$ cat config.mk
export PLATFORM = sky130hd
export DESIGN_NAME = blc_pipe
export DESIGN_NICKNAME = d
export VERILOG_FILES = /design/src/rtl/blc_pipe.sv
export SDC_FILE = /design/constraint.sdc
export NUM_CORES = 1
export LEC_CHECK = 0
export BUFFER_PORTS_ARGS = -buffer_cell sky130_fd_sc_hd__buf_2
export CORE_MARGIN = 2
export CORE_UTILIZATION = 50
export DETAILED_ROUTE_END_ITERATION = 10
export PLACE_DENSITY = 0.76
export SKIP_LAST_GASP = 1
export SLEW_MARGIN = 10
export SYNTH_ARGS = -nofsm -noshare
export SYNTH_HDL_FRONTEND = slang
export SYNTH_SLANG_ARGS = --single-unit
export TNS_END_PERCENT = 5
$ cat constraint.sdc
create_clock -name clk -period 2.2 [get_ports clk]
set_input_delay 0.44 -clock clk [delete_from_list [all_inputs] [get_ports clk]]
set_output_delay 0.44 -clock clk [all_outputs]
set_load 0.03 [all_outputs]
$ cat src/rtl/blc_pipe.sv
// Binary log converter: leading-one index plus normalised fraction.
// Two-stage valid/ready pipeline with a sideband tag.
module blc_pipe #(
  parameter int W  = 16,
  parameter int FW = W - 1,
  parameter int TW = 1,
  localparam int KW = $clog2(W),
  localparam int LW = KW + FW
) (
  input  logic          clk,
  input  logic          rst_n,
  input  logic          in_valid,
  output logic          in_ready,
  input  logic [W-1:0]  in_x,
  input  logic [TW-1:0] in_tag,
  output logic          out_valid,
  input  logic          out_ready,
  output logic [LW-1:0] out_log,
  output logic          out_zero,
  output logic [TW-1:0] out_tag
);

  localparam logic [KW-1:0] KMAX = KW'(W - 1);

  logic          s1_valid;
  logic [KW-1:0] s1_k;
  logic          s1_zero;
  logic [W-1:0]  s1_x;
  logic [TW-1:0] s1_tag;

  logic          s2_valid;
  logic [LW-1:0] s2_log;
  logic          s2_zero;
  logic [TW-1:0] s2_tag;

  logic          s1_load;
  logic          s2_load;
  logic [KW-1:0] lo_k;
  logic          in_zero;
  logic [W-2:0]  m;
  logic [FW-1:0] frac;

  assign s2_load  = !s2_valid || out_ready;
  assign s1_load  = !s1_valid || s2_load;
  assign in_ready = s1_load;

  // Leading-one index; highest set bit wins, zero input gives 0.
  always_comb begin
    lo_k = '0;
    for (int i = 0; i < W; i++) begin
      if (in_x[i]) lo_k = KW'(i);
    end
  end

  assign in_zero = (in_x == '0);

  // Normalise so the leading one falls off the top; keep bits below it.
  assign m = (W-1)'(s1_x << (KMAX - s1_k));

  generate
    if (FW == W - 1) begin : g_eq
      assign frac = m;
    end else if (FW > W - 1) begin : g_wide
      assign frac = {m, {(FW-W+1){1'b0}}};
    end else begin : g_narrow
      assign frac = m[W-2 -: FW];
    end
  endgenerate

  // S1: capture index, zero flag, operand and tag.
  always_ff @(posedge clk or negedge rst_n) begin
    if (!rst_n) begin
      s1_valid <= 1'b0;
      s1_k     <= '0;
      s1_zero  <= 1'b0;
      s1_x     <= '0;
      s1_tag   <= '0;
    end else if (s1_load) begin
      s1_valid <= in_valid;
      if (in_valid) begin
        s1_k    <= lo_k;
        s1_zero <= in_zero;
        s1_x    <= in_x;
        s1_tag  <= in_tag;
      end
    end
  end

  // S2: capture formatted result; held while downstream stalls.
  always_ff @(posedge clk or negedge rst_n) begin
    if (!rst_n) begin
      s2_valid <= 1'b0;
      s2_log   <= '0;
      s2_zero  <= 1'b0;
      s2_tag   <= '0;
    end else if (s2_load) begin
      s2_valid <= s1_valid;
      if (s1_valid) begin
        s2_log  <= {s1_k, frac};
        s2_zero <= s1_zero;
        s2_tag  <= s1_tag;
      end
    end
  end

  assign out_valid = s2_valid;
  assign out_log   = s2_log;
  assign out_zero  = s2_zero;
  assign out_tag   = s2_tag;

endmodule

* After elaboration in Yosys (flattened, before gate mapping) *
Index checks and enable logic that the tools add are counted.

word-level totals
  register bits after elaboration = 45
  input port bits = 21
  output and inout port bits = 23
  logic and storage cells = 33

operators by class
  add/sub/neg operators = 1
  shifts and indexed selects = 1
  multiplexer cells = 15
  reductions and logical operators = 7

operator list
  kind                                           count
  4-bit 2-to-1 mux                               12
  16-bit zero test                               1
  16-bit by 4-bit << shifter with 15-bit output  1
  2-bit 2-to-1 mux                               2
  2-bit AND reduction                            2
  4-bit subtractor (first input constant)        1
  1-bit zero test                                2
  1-bit logical OR                               2
  1-bit 2-to-1 mux                               1

* Depth between registers and ports, before layout *
  depth after elaboration = 15
  depth in mapped cells = 7
  gate-level depth less buffers = 5

* Worst setup path before layout *
OpenSTA, ideal clock, no wires.

  path kind = flip-flop to flip-flop
  start point = reg s2_valid (netlist: out_valid)
  end point = reg s1_x[10]
  setup time = 128 ps
  arrival time = 1713 ps
  required time = 2072 ps
  setup slack = 360 ps
  cell stages (with the launch flop) = 5
  path buffers = 1
  period minus slack after synthesis = 1840 ps
  cell sequence = dfrtp_1 -> nand3b_1 -> nand2_1 -> buf_2 -> mux2_1

between the ends
  cells in the longest elaborated chain, start to end = 4

ends and longest elaborated chain
  what                           line  text
  start, declared                31    logic s2_valid;
  start signal, assigned         97    s2_valid <= s1_valid;
  1-bit zero test                43    assign s2_load = !s2_valid || out_ready;
  1-bit logical OR               43
  1-bit logical OR               44    assign s1_load = !s1_valid || s2_load;
  via in_ready                   13    output logic in_ready,
  2-bit AND reduction (no line)  --
  end signal, assigned           83    s1_x <= in_x;
  end, declared                  28    logic [W-1:0] s1_x;

The timed path passes the listed nets, and every way through them passes these cells.
A chain may end at the register's enable or synchronous reset.

* Worst setup path after layout *
  start point = reg s1_k[0]
  end point = reg s2_log[11] (netlist: out_log[11])

between the ends
  cells in the longest elaborated chain, start to end = 2

ends and longest elaborated chain
  what                                           line  text
  start, declared                                26    logic [KW-1:0] s1_k;
  start signal, assigned                         81    s1_k <= lo_k;
  4-bit subtractor                               58    assign m = (W-1)'(s1_x << (KMAX - s1_k));
  16-bit by 4-bit << shifter with 15-bit output  58
  end signal, assigned                           99    s2_log <= {s1_k, frac};
  end, declared                                  32    logic [LW-1:0] s2_log;

Every way passes these cells.

==> qor.csv <==
metric,value,unit
cell breakdown of the critical path,buf_4 > mux2_4 > mux4_2 > a21oi_1 > o21ai_1,
post-route antenna net violation count,0,
maximum root-to-sink buffer count,2,
antenna violations before repair,0,
max incr delay on CP,500,ps
count of clock tree sinks,44,
DRT Wirelength,4.728,mm
total placed instance area,2577,µm²
area added between synthesis and finish,15.24,%
Final Hold Fails,0,
clock skew,5.650,ps
Post-synth EDFFs,0,
result of the run,"complete, no violations",
top-level port count,44,
post-route setup TNS,0,ps
global-route wire length before repair,7.948,mm
global routing met2 resource utilization,31.38,%
cell types with the largest area share after synthesis,"dfrtp_1 48%, nand2_1 7.5%, mux2i_1 5.2%",
GRT Residual Overflow,0,
horizontal extent of the die,72.04,µm
Initial Utilization,52.44,%
met3 track utilization from global routing,5.000,%
Setup CP Type,reg2reg,
layer with the highest usage after global routing,met2,
vias post-DR,1769,
clock latency reported for the late side of the worst-skew pair,300,ps
Max rail drop VDD,396.7,µV
asr flop ratio synth,100.0,%
overall power consumption,2449,µW
met1 track demand over resource,27.83,%
Final nets,286,
final cycle utilization of the critical path,85.77,%
cell accounting for the most synthesized area,dfrtp_1,
max-cap check violation count,0,
number of endpoints failing setup at the final stage,0,
minimum clock period after layout,1887,ps
clock tree from TritonCTS,done,
Reg area,1101,µm²
quantity of gates resized following cts,0,
library cell used as clock root buffer,clkbuf_8,
synthesized instance count,220,
Iteration-0 DRC Markers,102,
Critical R2R Capture,out_log[11]$_DFFE_PN0P_,
Crit path required time,2380,ps
Yosys top cell area share,47.57,%
"Data arrival, critical path",2060,ps
half-perimeter wire length after placement,3.578,mm
Worst Path Max Fanout,10,
Cell Pwr Density,917.9,nW/µm²
Die Y,72.04,µm
cell count of the worst reg-to-reg path,5,
leakage power,0.001297,µW
H-tree lvl count,2,
post-synthesis instance area,2315,µm²
number of iterations in the first detailed-routing pass,4,
most instantiated library cell after synthesis,nand2_1,
count of input and output buffers,43,
count of buffers added by post-CTS timing repair for setup,0,
Die Outline Area,5190,µm²
GRT Total Usage,20.18,%
kind of end point of the critical path,register,
Synth Net Count,241,
final weighted congestion of routability-driven global placement,0.8285,
Synth Register Bits,44,
critical path's slowest cell,dfrtp_1,
average routed wire per standard cell,14.87,µm
CTS Buf Count,5,
placement row count,24,
worst-margin pin slew,543.9,ps
core region area,4414,µm²
pin count of the biggest net entering global routing,45,
Fmax achieved,530.0,MHz
sequential element share of the synthesized area,47.57,%
fraction of final layout cells sized beyond drive strength 1,28.57,%
R2R setup slack,310,ps
fillcell total,391,
number of pins exceeding their max-slew limit in the final report,0,
Synth warnings,0,
vias in the first global route,1649,
Synth cell types,38,
type of origin of the critical path,register,
class of the tightest hold or removal check,in2async,
mean instance size in the synthesized netlist,10.52,µm²
unrepaired setup endpoints after global routing,false,
combined area of the multi-input logic cells,1129,µm²
remaining design rule violation count,0,
number of hold-repair buffers added at the cts stage,0,
antenna cell count,0,
Relative slew margins,63.74,%
Via-to-Cell Ratio,5.563,
Crit Reg-Reg Startpoint,s1_k[0]$_DFFE_PN0P_,
total non-filler cell area in the finished layout,2668,µm²
"Primary FF master, synth",dfrtp_1,
leading cell types by count after synthesis,"46 x nand2_1, 44 x dfrtp_1, 15 x nor2_1, 12 x mux2i_1",
clock input transition at the sequential cells of the worst setup and hold paths,80,ps
## report_power, final
group	internal (µW)	total, µW	switching [µW]
combinational	346	854	508
clock	256	519	263
sequential	957	1080	119
total	1560	2450	890
## how the worst max path moves through the flow
stage | end | slack, ps | start | depth (start not counted)
2_1_floorplan | s1_x[10]$_DFFE_PN0P_ | 360 | out_valid$_DFFE_PN0P_ | 4
3_3_place_gp | out_log[11]$_DFFE_PN0P_ | 360 | s1_k[0]$_DFFE_PN0P_ | 5
3_5_place_dp | out_log[11]$_DFFE_PN0P_ | 320 | s1_k[0]$_DFFE_PN0P_ | 5
4_1_cts | out_log[11]$_DFFE_PN0P_ | 300 | s1_k[0]$_DFFE_PN0P_ | 5
5_1_grt | out_log[13]$_DFFE_PN0P_ | 160 | s1_k[0]$_DFFE_PN0P_ | 6
6_report | out_log[11]$_DFFE_PN0P_ | 310 | s1_k[0]$_DFFE_PN0P_ | 5
## cells by family (layout without fill, tap and decap cells)
| kind of cell | count (synthesis) | count (layout) | synth area share [%] |
|---|---|---|---|
| AND/OR/NAND/NOR | 81 | 81 | 15.46 |
| AO/OA/AOI/OAI | 40 | 40 | 10.59 |
| multiplexers | 40 | 40 | 22.70 |
| buffers and inverters | 15 | 61 | 3.676 |
| flip-flops | 44 | 44 | 47.57 |
## final cells by class
| class | count | share of cell area [%] |
|---|---|---|
| inverters | 2 | 0.2814 |
| repair buffers | 51 | 10.32 |
| flip-flops and latches | 44 | 41.28 |
| well taps | 52 | 2.439 |
| multi-input cells | 161 | 42.31 |
| clock buffers | 8 | 3.377 |
## placed cells by master (no fill, tap or decap), drive strengths merged, types with 4 or more instances in the layout
master | netlist | final
dfrtp | 44 | 44
nand2 | 46 | 46
nand2b | 5 | 5
a21oi | 11 | 11
mux4 | 6 | 6
o31ai | 4 | 4
mux2 | 22 | 22
o21ai | 17 | 17
clkbuf | 5 | 8
mux2i | 12 | 12
nor2 | 15 | 15
buf | 8 | 51
## worst max-delay path: cells and delay by family, from the launching register on
family	cells	cell delay, ps
flops	1	500
compound gates	2	230
mux	2	780
buf+inv	1	250
## routing by layer
metal  wire length (µm)  up-vias
met5                  0        -
met4                 65        0
met3                219        5
met2               2240       44
met1               2203      847
li1                   -      873
## per-stage QoR
stage               std cells  util, %  hold WS (ps)  setup WS (ps)
floorplan                 220        -         144.4          359.5
global placement          310    58.39         450.9          358.1
detailed placement        310    58.39         459.5          315.5
CTS                       318    60.43         224.8          299.8
global route              318    60.43         261.7          164.2
finish                    318    60.43         207.5          313.1
## state kept, by name (all words and copies together), names as in the netlist
signal	count
out_log	19
s1_x	15
s1_k	4
out_tag	1
out_valid	1
out_zero	1
s1_tag	1
s1_valid	1
s1_zero	1
No activity file was read; power rests on OpenSTA's default activity.
